File: config.mk
export PLATFORM = sky130hd
export DESIGN_NAME = i2s_sample_tx
export DESIGN_NICKNAME = d
export VERILOG_FILES = /design/src/rtl/i2s_sample_tx.sv
export SDC_FILE = /design/constraint.sdc
export NUM_CORES = 1
export LEC_CHECK = 0
export ABC_AREA = 1
export CORE_ASPECT_RATIO = 0.6
export CORE_MARGIN = 5
export CORE_UTILIZATION = 50
export DETAILED_ROUTE_END_ITERATION = 7
export PLACE_DENSITY = 0.66
export SLEW_MARGIN = 30
export SYNTH_ARGS = -nofsm -noshare
export SYNTH_HDL_FRONTEND = slang
export SYNTH_SLANG_ARGS = --single-unit
File: constraint.sdc
create_clock -name clk -period 2.51 [get_ports clk]
set_input_delay 0.3765 -clock clk [delete_from_list [all_inputs] [get_ports clk]]
set_output_delay 0.3765 -clock clk [all_outputs]
set_load 0.02 [all_outputs]
File: src/rtl/i2s_sample_tx.sv
// Mono 16-bit I2S transmitter with a 4-deep sample FIFO.
// A 2048-clk frame carries the same held sample in both channels.
module i2s_sample_tx (
  input  logic        clk,
  input  logic        rst,
  input  logic [15:0] sample_in,
  input  logic        sample_valid,
  output logic        sample_ready,
  output logic        mclk,
  output logic        lrck,
  output logic        sclk,
  output logic        sdin,
  output logic        frame_tick,
  output logic [2:0]  fifo_level,
  output logic        underrun,
  input  logic        underrun_clr
);

  logic [10:0] cnt;
  logic [15:0] mem [4];
  logic [1:0]  wr_ptr;
  logic [1:0]  rd_ptr;
  logic [2:0]  level;
  logic [2:0]  level_next;
  logic [15:0] hold;
  logic        sdin_q;
  logic        underrun_q;
  logic        frame_end;
  logic        push;
  logic        pop;
  logic [4:0]  next_slot;
  logic [4:0]  bit_idx;
  logic        slot_bit;

  // Handshake: a sample transfers on a rising edge where sample_valid and
  // sample_ready are both 1; valid without ready is ignored with no state change.
  assign sample_ready = (level != 3'd4);
  assign frame_end    = (cnt == 11'd2047);
  assign push         = sample_valid && sample_ready;
  assign pop          = frame_end && (level != 3'd0);

  assign mclk       = cnt[2];
  assign sclk       = cnt[4];
  assign lrck       = cnt[10];
  assign sdin       = sdin_q;
  assign frame_tick = frame_end;
  assign fifo_level = level;
  assign underrun   = underrun_q;

  always_comb begin
    level_next = level;
    case ({push, pop})
      2'b10:   level_next = level + 3'd1;
      2'b01:   level_next = level - 3'd1;
      default: level_next = level;
    endcase
  end

  // Bit shifted out during the next slot; MSB lands in slot 1 (one-bit I2S delay).
  always_comb begin
    next_slot = cnt[9:5] + 5'd1;
    bit_idx   = 5'd16 - next_slot;
    slot_bit  = 1'b0;
    if (next_slot >= 5'd1 && next_slot <= 5'd16)
      slot_bit = hold[bit_idx[3:0]];
  end

  always_ff @(posedge clk) begin
    if (push)
      mem[wr_ptr] <= sample_in;
  end

  always_ff @(posedge clk or posedge rst) begin
    if (rst) begin
      cnt        <= 11'd0;
      wr_ptr     <= 2'd0;
      rd_ptr     <= 2'd0;
      level      <= 3'd0;
      hold       <= 16'd0;
      sdin_q     <= 1'b0;
      underrun_q <= 1'b0;
    end else begin
      cnt   <= cnt + 11'd1;
      level <= level_next;
      if (push)
        wr_ptr <= wr_ptr + 2'd1;
      if (pop) begin
        hold   <= mem[rd_ptr];
        rd_ptr <= rd_ptr + 2'd1;
      end
      if (cnt[4:0] == 5'd31)
        sdin_q <= slot_bit;
      // A new empty-frame event takes priority over a clear in the same cycle.
      if (frame_end && level == 3'd0)
        underrun_q <= 1'b1;
      else if (underrun_clr)
        underrun_q <= 1'b0;
    end
  end

endmodule

== After elaboration in Yosys (flattened, before gate mapping) ==
Memory sizes are Yosys's and may differ from the RTL's. A register that Yosys moved wholly into a read port is not among the register bits.
Cells that the tools add are included.

* Equal/unequal tests: 5
* Reductions and logical operators: 8
* Magnitude comparators: 3
* Add/sub/neg operators: 7
* Multiplexer cells: 8

{| class="wikitable"
|+ Operators by type and width
! operator !! count
|-
| 11-bit by 1-bit adder with 11-bit output, second input constant || 1
|-
| 11-bit == test, second input constant || 1
|-
| 1-bit 2-to-1 mux || 6
|-
| 3-bit one-hot mux with 2 select lines || 1
|-
| 5-bit by 1-bit adder with 5-bit output, second input constant || 1
|-
| 5-bit == test, second input constant || 1
|-
| 5-bit by 1-bit >= comparator with 1-bit output, second input constant || 1
|-
| 5-bit <= comparator, second input constant || 1
|-
| 4-bit by 5-bit < comparator with 1-bit output, second input constant || 1
|-
| 2-bit by 1-bit adder with 2-bit output, second input constant || 2
|-
| 1-bit binary-select mux with 4-bit select || 1
|-
| 1-bit logical AND || 4
|-
| 2-bit nonzero test || 2
|-
| 1-bit by 4-bit subtractor with 4-bit output, first input constant || 1
|-
| 3-bit by 1-bit adder with 3-bit output, second input constant || 1
|-
| 3-bit logical NOT || 1
|-
| 3-bit != test, second input constant || 1
|-
| 3-bit nonzero test || 1
|-
| 3-bit by 1-bit subtractor with 3-bit output, second input constant || 1
|-
| 2-bit by 1-bit == test with 1-bit output, second input constant || 1
|-
| 2-bit == test, second input constant || 1
|}

* Bits of input ports: 20
* Memories kept: 1
* Flip-flop bits (word level): 20
* Bits in writable memories: 64
* Word-level logic and storage cells: 38

{| class="wikitable"
|+ Memory list
! name !! words !! bits a word !! rd ports !! clocked after Yosys merged registers in !! write ports !! RTL line !! text
|-
| mem || 4 || 16 || 1 || 1 || 1 || 20 || <nowiki>logic [15:0] mem [4];</nowiki>
|}

== Logic depth before layout (Yosys ltp) ==
* Word-level depth: 5
* Depth in mapped cells: 14

== Least setup slack after synthesis ==
Ideal clock, no wire load.

* Kind: register to register
* Start point: reg cnt[0]
* End point: reg level[2] (netlist: fifo_level[2])
* Arrival time: 2.072 ns
* Data required time: 2.379 ns
* Period minus slack after synthesis: 2.203 ns
* Path slack: 0.307 ns
* Path buffers: 0
* Stages on the path, launching flop included: 14
* Cells stage by stage: dfrtp_1 ha_1 nand2_1 inv_1 nand4_4 inv_1 nand3_1 nor3_1 ha_1 inv_1 fa_1 a21oi_1 o21ai_0 xnor2_1

* Longest elaborated chain between the ends: 4
* Elaborated cells on any way between the ends: 6

{| class="wikitable"
|+ RTL lines
! what !! RTL line !! text
|-
| start, declared || 19 || <nowiki>logic [10:0] cnt;</nowiki>
|-
| start signal, assigned || 83 || <nowiki>cnt <= cnt + 11'd1;</nowiki>
|-
| 11-bit == test (*) || 38 || <nowiki>assign frame_end = (cnt == 11'd2047);</nowiki>
|-
| 1-bit logical AND (*) || 40 || <nowiki>assign pop = frame_end && (level != 3'd0);</nowiki>
|-
| net pop || 30 || <nowiki>logic pop;</nowiki>
|-
| 2-bit by 1-bit == test with 1-bit output / 2-bit == test (equally long branches) || 52 || <nowiki>case ({push, pop})</nowiki>
|-
| 3-bit one-hot mux with 2 select lines / 2-bit nonzero test (equally long branches) || -- ||
|-
| end signal, assigned || 84 || <nowiki>level <= level_next;</nowiki>
|-
| end, declared || 23 || <nowiki>logic [2:0] level;</nowiki>
|}

Mark *: on every way through the listed nets, which the timed path passes. The rest lies on a longest branch.
A chain may end at the register's enable or synchronous reset.

== Worst setup path in the final report ==
Ends and elaborated chain as after synthesis.

==> impl_metrics.tcl <==
set metrics [dict create \
    hold_violations 0 \
    grt-ovfl-total 0 \
    post-route-period-util_pct 95.1 \
    grt.total_usage_pct 16.0 \
    synth_cells 405 \
    grt_pass1_wl_microns 13900 \
    synth.yosys.seq_area_share_pct 63.8 \
    drc 0 \
    cts_sinks 100 \
    max-slew-margin-rel_pct 68.8 \
    cts_tree "done" \
    antenna_found_initial 0 \
    syn_avg_cell_area_sq_um 10.9 \
    start_util_pct 51.7 \
    n_fill_cell 690 \
    tightest_slew_ps 469 \
    worstPathArrival_ps 2620 \
    ir_worst_vdd_uv 560 \
    status "finished, final reports clean" \
    cts_buffers 9 \
    nNetsFinal 469 \
    synth_area_leader_cell "edfxtp_1" \
    drt_iter0_drc 199 \
    maxSlewViolCount 0 \
    postCtsSetupRepairBufs 0 \
    port_buffers 29 \
    leakage_nw 2.14 \
    rr_worst_depth 13 \
    yosys.area.top_type_share_pct 43.4 \
    cpMostUsedCell "inv_2" \
    drt_wl_total_microns 8140 \
    worst_clock_skew_ps 9.14 \
    ys_types 27 \
    h-tree-depth 3 \
    vias 2781 \
    fin_crit_ps 2390 \
    yosysMostFrequentCell "nand2_1" \
    num_io_pins 30 \
    crit_slowest_cell "dfrtp_1" \
    drive_gt1_share_pct 11.3 \
    yosys_warnings 0 \
    syn_to_final_growth_pct 16.9 \
    cp_data_required_time_ps 2740 \
    cts_buffer_depth 2 \
    grt_pass1_vias 2800 \
    setup_violations 0 \
    rows 26 \
    final_core_util_pct 60.4 \
    tns_ps 0 \
    synth_area_sq_mm 0.00443 \
    end_kind "register" \
    worst_setup_path_start_kind "register" \
    holdBufCountCts 0 \
    syn_nets 435 \
    worstSkewPairLatency_ps 340 \
    clk_pin_slew_ps 70 \
    path_cells "ha_4 -> nand2_1 -> inv_2 -> nand4_4 -> inv_2 -> nand3_2 -> nor3_2 -> ha_2 -> inv_1 -> fa_2 -> a21oi_1 -> o21ai_0 -> xnor2_1" \
    path_class "reg2reg" \
    core-area_sq_mm 0.00856 \
    hold_class "in2async" \
    synth_common_cells "132 x nand2_1, 64 x edfxtp_1, 48 x inv_1, 36 x dfrtp_1, 18 x a21oi_1" \
    grt_max_degree 37 \
    path_max_fanout 3 \
    critPathMaxStageDelay_ps 420 \
    yosys_most_used_dff "edfxtp_1" \
    synthArstFlopShare_pct 36.0 \
    synth_edf_count 64 \
    maxCapViolCount 0 \
    die_h_microns 82.9 \
    ant_nets 0 \
    routedWlPerCell_microns 14.6 \
    routabilityCongestion 0.813 \
    ys_top_cells_by_area "edfxtp_1 43%, dfrtp_1 20%, nand2_1 11%" \
    fmax_ghz 0.419 \
    root_buffer "clkbuf_16" \
    viasPerCell 5.00 \
    die_area_sq_mm 0.0109 \
    diodes 0 \
    ys_seq_elements 100 \
    die_x_microns 131 \
    dp_hpwl_microns 5250 \
    rsz0062_at_grt "no" \
    drt-pass1-iter-count 5 \
    power_density_mw_per_mm2 801 \
]
layout by cell type, fill, tap and decap left out, types with 3 or more instances in the layout:
master           instances
clkdlybuf4s50_1         28
ha_1                     7
dfrtp_1                 36
a32o_1                  16
a21oi_1                 18
xor2_1                   7
o21ai_0                  4
nand3_1                  7
edfxtp_1                64
o21ai_1                  4
nor2_1                  15
o21ai_2                 14
clkbuf_16                9
nand2_1                132
xnor2_1                  3
buf_4                    9
inv_1                   46
kinds of logic after synthesis:
logic type,Yosys count,share of synthesized area (%)
XOR/XNOR,10,1.98
adder cells (fa/ha/maj),10,3.00
flip-flops,100,63.8
buffers and inverters,64,6.36
AO/OA/AOI/OAI,57,9.47
AND/OR/NAND/NOR,164,15.4
worst max-delay path, delay by kind of cell, from the launching register on:
kind / cells / cell delay, ps
fa+ha+maj: 3 / 700
buf+inv: 3 / 240
compound gates: 2 / 270
xor+xnor: 1 / 140
simple gates: 4 / 500
flops: 1 / 420
sequential cells by signal, summed over array words and instances, names as in the netlist:
name and flops:
mem 64, underrun 1, sdin 1, hold 16, cnt 11, wr_ptr 2, rd_ptr 2, fifo_level 3
cell type report:
class / instances / area [sq um] / area share (%)
clock inverters: 5 / 83.8 / 1.62
inverters: 49 / 186 / 3.61
well taps: 112 / 140 / 2.71
repair buffers: 38 / 357 / 6.90
flip-flops and latches: 100 / 2820 / 54.6
clock buffers: 11 / 233 / 4.50
multi-input cells: 241 / 1350 / 26.1
power breakdown:
group / internal, mW / leakage (nW) / switching (mW) / total (mW)
clock network: 0.877 / 0.146 / 0.579 / 1.46
logic: 0.216 / 0.925 / 0.360 / 0.576
registers: 2.02 / 1.06 / 0.0837 / 2.11
metal layers:
layer	GRT usage, %	vias to the layer above	routed length [microns]
met5	0	-	0
met4	3.27	0	51
met3	6.16	6	559
met2	23.6	65	3530
met1	22.6	1296	4000
li1	-	1414	-
per-stage QoR:
| step | instance area (sq um) | power (mW) | worst slack, ps | std cells | hold slack [ps] |
|---|---|---|---|---|---|
| 2_1_floorplan | 4430 | 2.46 | 307 | 405 | 421 |
| 3_3_place_gp | 4830 | 2.70 | 174 | 540 | 435 |
| 3_5_place_dp | 4830 | 2.71 | 105 | 540 | 447 |
| 4_1_cts | 5140 | 4.17 | 13.2 | 556 | 451 |
| 5_1_grt | 5170 | 4.34 | 2.57 | 556 | 488 |
| 6_report | 5170 | 4.14 | 123 | 556 | 424 |
final timing paths:
check                                     from                        end  slack (ps)
max                           cnt[0]$_DFF_PP0_  fifo_level[2]$_DFFE_PP0P_         120
min                                        rst      wr_ptr[1]$_DFFE_PP0P_         420
max reg2reg                   cnt[0]$_DFF_PP0_  fifo_level[2]$_DFFE_PP0P_         120
min reg2reg                hold[0]$_DFFE_PP0P_        hold[0]$_DFFE_PP0P_         490
max in group asynchronous                  rst       hold[15]$_DFFE_PP0P_        1740
min in group clk           hold[0]$_DFFE_PP0P_        hold[0]$_DFFE_PP0P_         490
what timing repair did:
item | CTS | global route
gates resized for setup | 1 | 8
pin swaps | 0 | 3
cloned | 0 | 0
hold endpoints to repair | 0 | 0
setup endpoints to repair | 1 | 1
Note: power is estimated with default switching activity, not from simulation.
